## src/rtl/rotator_pkg.sv

```systemverilog
// ============================================================================
// Module  : rotator_pkg
// Brief   : Shared widths and FSM state type for the rotate step controller.
// Rev     : 1.0  initial release
// ============================================================================
`default_nettype none

package rotator_pkg;

  localparam int DATA_W = 8;
  localparam int AMT_W  = 3;
  localparam int CNT_W  = 4;

  typedef enum logic [0:0] {
    RSC_IDLE = 1'b0,
    RSC_RUN  = 1'b1
  } rsc_state_t;

endpackage

`default_nettype wire

```

## src/rtl/rotate_step_ctrl_if.sv

```systemverilog
// ============================================================================
// Module  : rotate_step_ctrl_if
// Brief   : Command and result handshake bundle for rotate_step_ctrl.
// Rev     : 1.0  initial release
// ============================================================================
`default_nettype none

interface rotate_step_ctrl_if;
  import rotator_pkg::*;

  logic              cmd_valid;
  logic              cmd_ready;
  logic [DATA_W-1:0] cmd_data;
  logic [AMT_W-1:0]  cmd_amount;
  logic [CNT_W-1:0]  cmd_count;
  logic              out_valid;
  logic              out_ready;
  logic [DATA_W-1:0] d_out;
  logic              out_last;
  logic              busy;

  // master issues commands and consumes results; slave is the controller
  modport master (
    output cmd_valid, cmd_data, cmd_amount, cmd_count, out_ready,
    input  cmd_ready, out_valid, d_out, out_last, busy
  );

  modport slave (
    input  cmd_valid, cmd_data, cmd_amount, cmd_count, out_ready,
    output cmd_ready, out_valid, d_out, out_last, busy
  );

endinterface

`default_nettype wire

```

## src/rtl/right_rotator.sv

```systemverilog
// ============================================================================
// Module  : right_rotator
// Brief   : Combinational 8-bit rotate-right by a 3-bit amount.
// Rev     : 1.0  initial release
// ============================================================================
`default_nettype none

module right_rotator
  import rotator_pkg::*;
(
  input  wire logic [DATA_W-1:0] d_in,
  input  wire logic [AMT_W-1:0]  bit_amount,
  output logic      [DATA_W-1:0] rot_out
);

  localparam logic [AMT_W:0] c_width = (AMT_W+1)'(DATA_W);

  // a left shift by the full width yields zero, so amount 0 passes d_in through
  assign rot_out = (d_in >> bit_amount) | (d_in << (c_width - {1'b0, bit_amount}));

endmodule

`default_nettype wire

```

## src/rtl/rotate_step_ctrl.sv

```systemverilog
// ============================================================================
// Module  : rotate_step_ctrl
// Brief   : Accepts rotate commands and streams each intermediate rotation.
// Rev     : 1.0  initial release
// ============================================================================
`default_nettype none

module rotate_step_ctrl
  import rotator_pkg::*;
(
  input  wire logic          clk,
  input  wire logic          rst,
  rotate_step_ctrl_if.slave  bus
);

  rsc_state_t        r_state;
  rsc_state_t        w_state_next;
  logic [DATA_W-1:0] r_d_out;
  logic              r_out_valid;
  logic [AMT_W-1:0]  r_amt_q;
  logic [CNT_W-1:0]  r_remaining;

  logic [DATA_W-1:0] w_d_in;
  logic [AMT_W-1:0]  w_bit_amount;
  logic [DATA_W-1:0] w_rot;
  logic              w_cmd_ready;
  logic              w_busy;
  logic              w_accept;
  logic              w_handshake;
  logic              w_final;

  right_rotator u_rot (
    .d_in       (w_d_in),
    .bit_amount (w_bit_amount),
    .rot_out    (w_rot)
  );

  assign w_accept    = (r_state == RSC_IDLE) && bus.cmd_valid;
  assign w_handshake = (r_state == RSC_RUN) && r_out_valid && bus.out_ready;
  assign w_final     = (r_remaining == CNT_W'(1));

  always_ff @(posedge clk or posedge rst) begin
    if (rst) begin
      r_state <= RSC_IDLE;
    end else begin
      r_state <= w_state_next;
    end
  end

  always_comb begin
    w_state_next = r_state;
    case (r_state)
      RSC_IDLE: if (w_accept && (bus.cmd_count != '0)) w_state_next = RSC_RUN;
      RSC_RUN:  if (w_handshake && w_final)            w_state_next = RSC_IDLE;
      default:                                         w_state_next = RSC_IDLE;
    endcase
  end

  always_comb begin
    w_cmd_ready  = 1'b0;
    w_busy       = 1'b0;
    w_d_in       = bus.cmd_data;
    w_bit_amount = bus.cmd_amount;
    case (r_state)
      RSC_IDLE: w_cmd_ready = 1'b1;
      RSC_RUN: begin
        w_busy       = 1'b1;
        w_d_in       = r_d_out;
        w_bit_amount = r_amt_q;
      end
      default: w_cmd_ready = 1'b0;
    endcase
  end

  always_ff @(posedge clk or posedge rst) begin
    if (rst) begin
      r_d_out     <= '0;
      r_out_valid <= 1'b0;
      r_amt_q     <= '0;
      r_remaining <= '0;
    end else if (w_accept) begin
      r_amt_q     <= bus.cmd_amount;
      r_remaining <= bus.cmd_count;
      // a zero-count command is consumed silently and leaves the output as is
      if (bus.cmd_count != '0) begin
        r_d_out     <= w_rot;
        r_out_valid <= 1'b1;
      end
    end else if (w_handshake) begin
      if (w_final) begin
        r_out_valid <= 1'b0;
      end else begin
        r_d_out     <= w_rot;
        r_remaining <= r_remaining - CNT_W'(1);
      end
    end
  end

  assign bus.cmd_ready = w_cmd_ready;
  assign bus.busy      = w_busy;
  assign bus.out_valid = r_out_valid;
  assign bus.d_out     = r_d_out;
  assign bus.out_last  = r_out_valid && w_final;

endmodule

`default_nettype wire

```

## src/flat_wrapper.sv

```systemverilog
// flat-port wrapper written by rule: the top's interface ports become plain ports
module rotate_step_ctrl_flat import rotator_pkg::*;
  (clk, rst, bus_cmd_valid, bus_cmd_data, bus_cmd_amount, bus_cmd_count, bus_out_ready, bus_cmd_ready, bus_out_valid, bus_d_out, bus_out_last, bus_busy);
  rotate_step_ctrl_if bus_i ();
  input  wire logic clk;
  input  wire logic rst;
  input wire logic [$bits(bus_i.cmd_valid)-1:0] bus_cmd_valid;
  input wire logic [$bits(bus_i.cmd_data)-1:0] bus_cmd_data;
  input wire logic [$bits(bus_i.cmd_amount)-1:0] bus_cmd_amount;
  input wire logic [$bits(bus_i.cmd_count)-1:0] bus_cmd_count;
  input wire logic [$bits(bus_i.out_ready)-1:0] bus_out_ready;
  output wire logic [$bits(bus_i.cmd_ready)-1:0] bus_cmd_ready;
  output wire logic [$bits(bus_i.out_valid)-1:0] bus_out_valid;
  output wire logic [$bits(bus_i.d_out)-1:0] bus_d_out;
  output wire logic [$bits(bus_i.out_last)-1:0] bus_out_last;
  output wire logic [$bits(bus_i.busy)-1:0] bus_busy;
  assign bus_i.cmd_valid = bus_cmd_valid;
  assign bus_i.cmd_data = bus_cmd_data;
  assign bus_i.cmd_amount = bus_cmd_amount;
  assign bus_i.cmd_count = bus_cmd_count;
  assign bus_i.out_ready = bus_out_ready;
  assign bus_cmd_ready = bus_i.cmd_ready;
  assign bus_out_valid = bus_i.out_valid;
  assign bus_d_out = bus_i.d_out;
  assign bus_out_last = bus_i.out_last;
  assign bus_busy = bus_i.busy;
  rotate_step_ctrl u_core (.clk(clk), .rst(rst), .bus(bus_i));
endmodule
```

## config.mk

```make
export PLATFORM = sky130hd
export DESIGN_NAME = rotate_step_ctrl_flat
export DESIGN_NICKNAME = d
export VERILOG_FILES = /design/src/rtl/rotator_pkg.sv /design/src/rtl/rotate_step_ctrl_if.sv /design/src/rtl/right_rotator.sv /design/src/rtl/rotate_step_ctrl.sv /design/src/flat_wrapper.sv
export SDC_FILE = /design/constraint.sdc
export NUM_CORES = 1
export LEC_CHECK = 0
export CAP_MARGIN = 10
export CORE_MARGIN = 5
export CORE_UTILIZATION = 40
export DETAILED_ROUTE_END_ITERATION = 16
export DONT_BUFFER_PORTS = 1
export SLEW_MARGIN = 30
export SYNTH_ARGS = -nofsm -noshare
export SYNTH_HDL_FRONTEND = slang
export SYNTH_HIERARCHICAL = 1
export SYNTH_SLANG_ARGS = --single-unit
```

## constraint.sdc

```tcl
create_clock -name clk -period 3.35 [get_ports clk]
set_input_delay 0.67 -clock clk [delete_from_list [all_inputs] [get_ports clk]]
set_output_delay 0.67 -clock clk [all_outputs]
set_load 0.01 [all_outputs]
```

==> flow_summary.ini <==
[clock_network]
htreeDepth = 1
cts-root-buf = clkbuf_8
cts_setup_buffers = 0
tritoncts = yes
clock_sink_count = 17
cts.path.max_buffers = 2
clk-insertion-delay-late_ps = 260
postCtsHoldBufs = 0
numCtsBuffers = 3
path_clk_slew_ps = 70
ctsResizeCount = 0

[worst_setup_path]
arrival_ps = 3140
endpoint = u_core/bus.d_out[6]
critPathMaxFanout = 11
reg2reg_depth = 8
critPathLaunch = u_core/r_state
timing.rr.end = u_core/bus.d_out[6]
rr_startpoint = u_core/r_state
cp-end-kind = flop
rrSetupSlack_ps = 360
cp-start-kind = flop
criticalPathCategory = flop to flop
required_ps = 3500

[yosys]
yosysWarnings = 6
synth-seq-cells = 17
synth_area_leaders = dfrtp_1, mux2_2, mux2_4
syn_nets = 186
avgSynthCellArea_um2 = 9.90
synth_top_area_frac = 0.262
yosysUniqueCellTypes = 51
ys.flop_type = dfrtp_1
yosysSeqAreaShare = 0.262
yosys.area.top_type = dfrtp_1
syn_inst = 164
synthArstFlopShare = 1.00
syn_area_um2 = 1620
synth_edf_count = 0

[cells_and_area]
diodes = 0
post_route_cells_drive_above_1_share = 0.222
fill_cells = 387
syn_to_final_growth_pct = 3.86
layout.nets = 185
seq_area_um2 = 425
multi_input_area_um2 = 1090

[timing]
hold_violations = 0
period_needed_ps = 2990
slew_headroom = 0.558
fin_worst_skew_ps = 3.01
fin_ws_ps = 361
setup_viol = 0
max_clock_freq_mhz = 335
rsz0062_at_grt = no
maxSlewViolCount = 0
period_share = 0.892
tightest_slew_ps = 663
tns_ps = 0

[global_routing]
grtUsageTotal = 0.156
globalRouteOverflowTotal = 0
grt_antenna_before_repair = 0
grt_max_degree = 23
grt_pass1_wl_um = 6550
grt_pass1_vias = 1294

[route]
wl_per_cell_um = 19.0
drc = 0
routed_wl_um = 4030
vias_per_cell = 6.25
drtAntennaViolNets = 0
drtPass1Iterations = 4
dr_total_vias = 1325
drtIter0Drc = 84

[floorplan]
rows = 23
dieWidth_um = 73.7
die_area_um2 = 5430
die_y_um = 73.7
io_pins = 31
start_util = 0.409
core_um2 = 3970

[placement]
pre_cts_ws_ps = 278
place_congestion = 0.985
dpl.hpwl_um = 3020
portBuffers = 0

[hold_path]
hp-class = input pin to async pin

[outcome]
status = complete, no violations

[run]
drv_cap = 0
-- cell usage after synthesis, drive strengths merged, types with 4 or more instances --
cell type and number:
mux2i 11, a21oi 5, nand2 22, nand3 7, mux4 4, dfrtp 17
nor2 7, or3 6, buf 6, mux2 20, inv 7
-- layer usage --
metal,share of wire,GRT usage,wire [um],vias up
met5,0,0,0,-
met4,0.019,0.0825,76,0
met3,0.058,0.0192,234,7
met2,0.49,0.243,1990,54
met1,0.43,0.208,1730,646
li1,-,-,-,618
-- worst max-delay path: stages (launching register included) --
cell and delay [ps]:
dfrtp_1 440, mux2_2 270, clkinv_1 180, ha_1 640, mux2i_1 410, o21a_1 220, o22ai_1 110, or3_1 370
mux2_4 260
-- cell families (layout without fill, tap and decap cells) --
group,Yosys count,in the layout,synth area share
flops,17,17,0.262
simple gates,56,56,0.184
buf+inv,18,16,0.0632
compound gates,35,35,0.173
fa+ha+maj,3,3,0.0231
mux,35,35,0.295
-- flip-flops by register name (all words and copies together), names as in the netlist --
register              cells
u_core/bus.out_valid      1
u_core/bus.d_out          8
u_core/r_amt_q            3
u_core/r_state            1
u_core/r_remaining        4
-- how the worst min path moves through the flow --
stage	startpoint	to	slack [ps]	cells after the start
global route	rst	u_core/bus.d_out[3]	470	1
global placement	u_core/r_amt_q[2]	u_core/r_amt_q[2]	450	2
finish	rst	u_core/bus.d_out[4]	390	1
floorplan	u_core/r_amt_q[0]	u_core/r_amt_q[0]	440	2
detailed placement	u_core/r_amt_q[0]	u_core/r_amt_q[0]	460	2
CTS	rst	u_core/bus.d_out[4]	420	1
-- cell type report --
cell class | instances | share of cell area
multi-input cells | 129 | 0.650
clock inverters | 1 | 0.00297
clock buffers | 3 | 0.0245
repair buffers | 3 | 0.0134
flip-flops and latches | 17 | 0.252
well taps | 50 | 0.0371
inverters | 9 | 0.0200
-- layout by cell type, fill, tap and decap left out, drive strengths merged, types with 2 or more instances in the layout --
| cell | instances |
|---|---|
| nand2 | 22 |
| mux2 | 20 |
| dfrtp | 17 |
| mux2i | 11 |
| nor2 | 7 |
| inv | 7 |
| nand3 | 7 |
| or3 | 6 |
| a21oi | 5 |
| mux4 | 4 |
| clkbuf | 3 |
| buf | 3 |
| o21ai | 3 |
| ha | 3 |
| a221oi | 3 |
| o2bb2ai | 3 |
| clkinv | 3 |
| nor2b | 3 |
| a31oi | 2 |
| o211ai | 2 |
| nand3b | 2 |
| o21a | 2 |
| o22ai | 2 |
| a22oi | 2 |
| a221o | 2 |
| or4 | 2 |
| nor3b | 2 |
| a22o | 2 |
-- per-stage QoR --
step                      instance area (um2)  hold slack [ps]  instances  utilization
after global placement                   1640              454        208        0.413
after global routing                     1690              467        212        0.424
after detailed placement                 1640              461        208        0.413
after CTS                                1690              418        212        0.424
final                                    1690              385        212        0.424
after floorplan                          1620              440        164            -
Power is left out: the tool's default activity adds up to more than one toggle a clock period on the data nets, which glitch-free logic cannot reach.
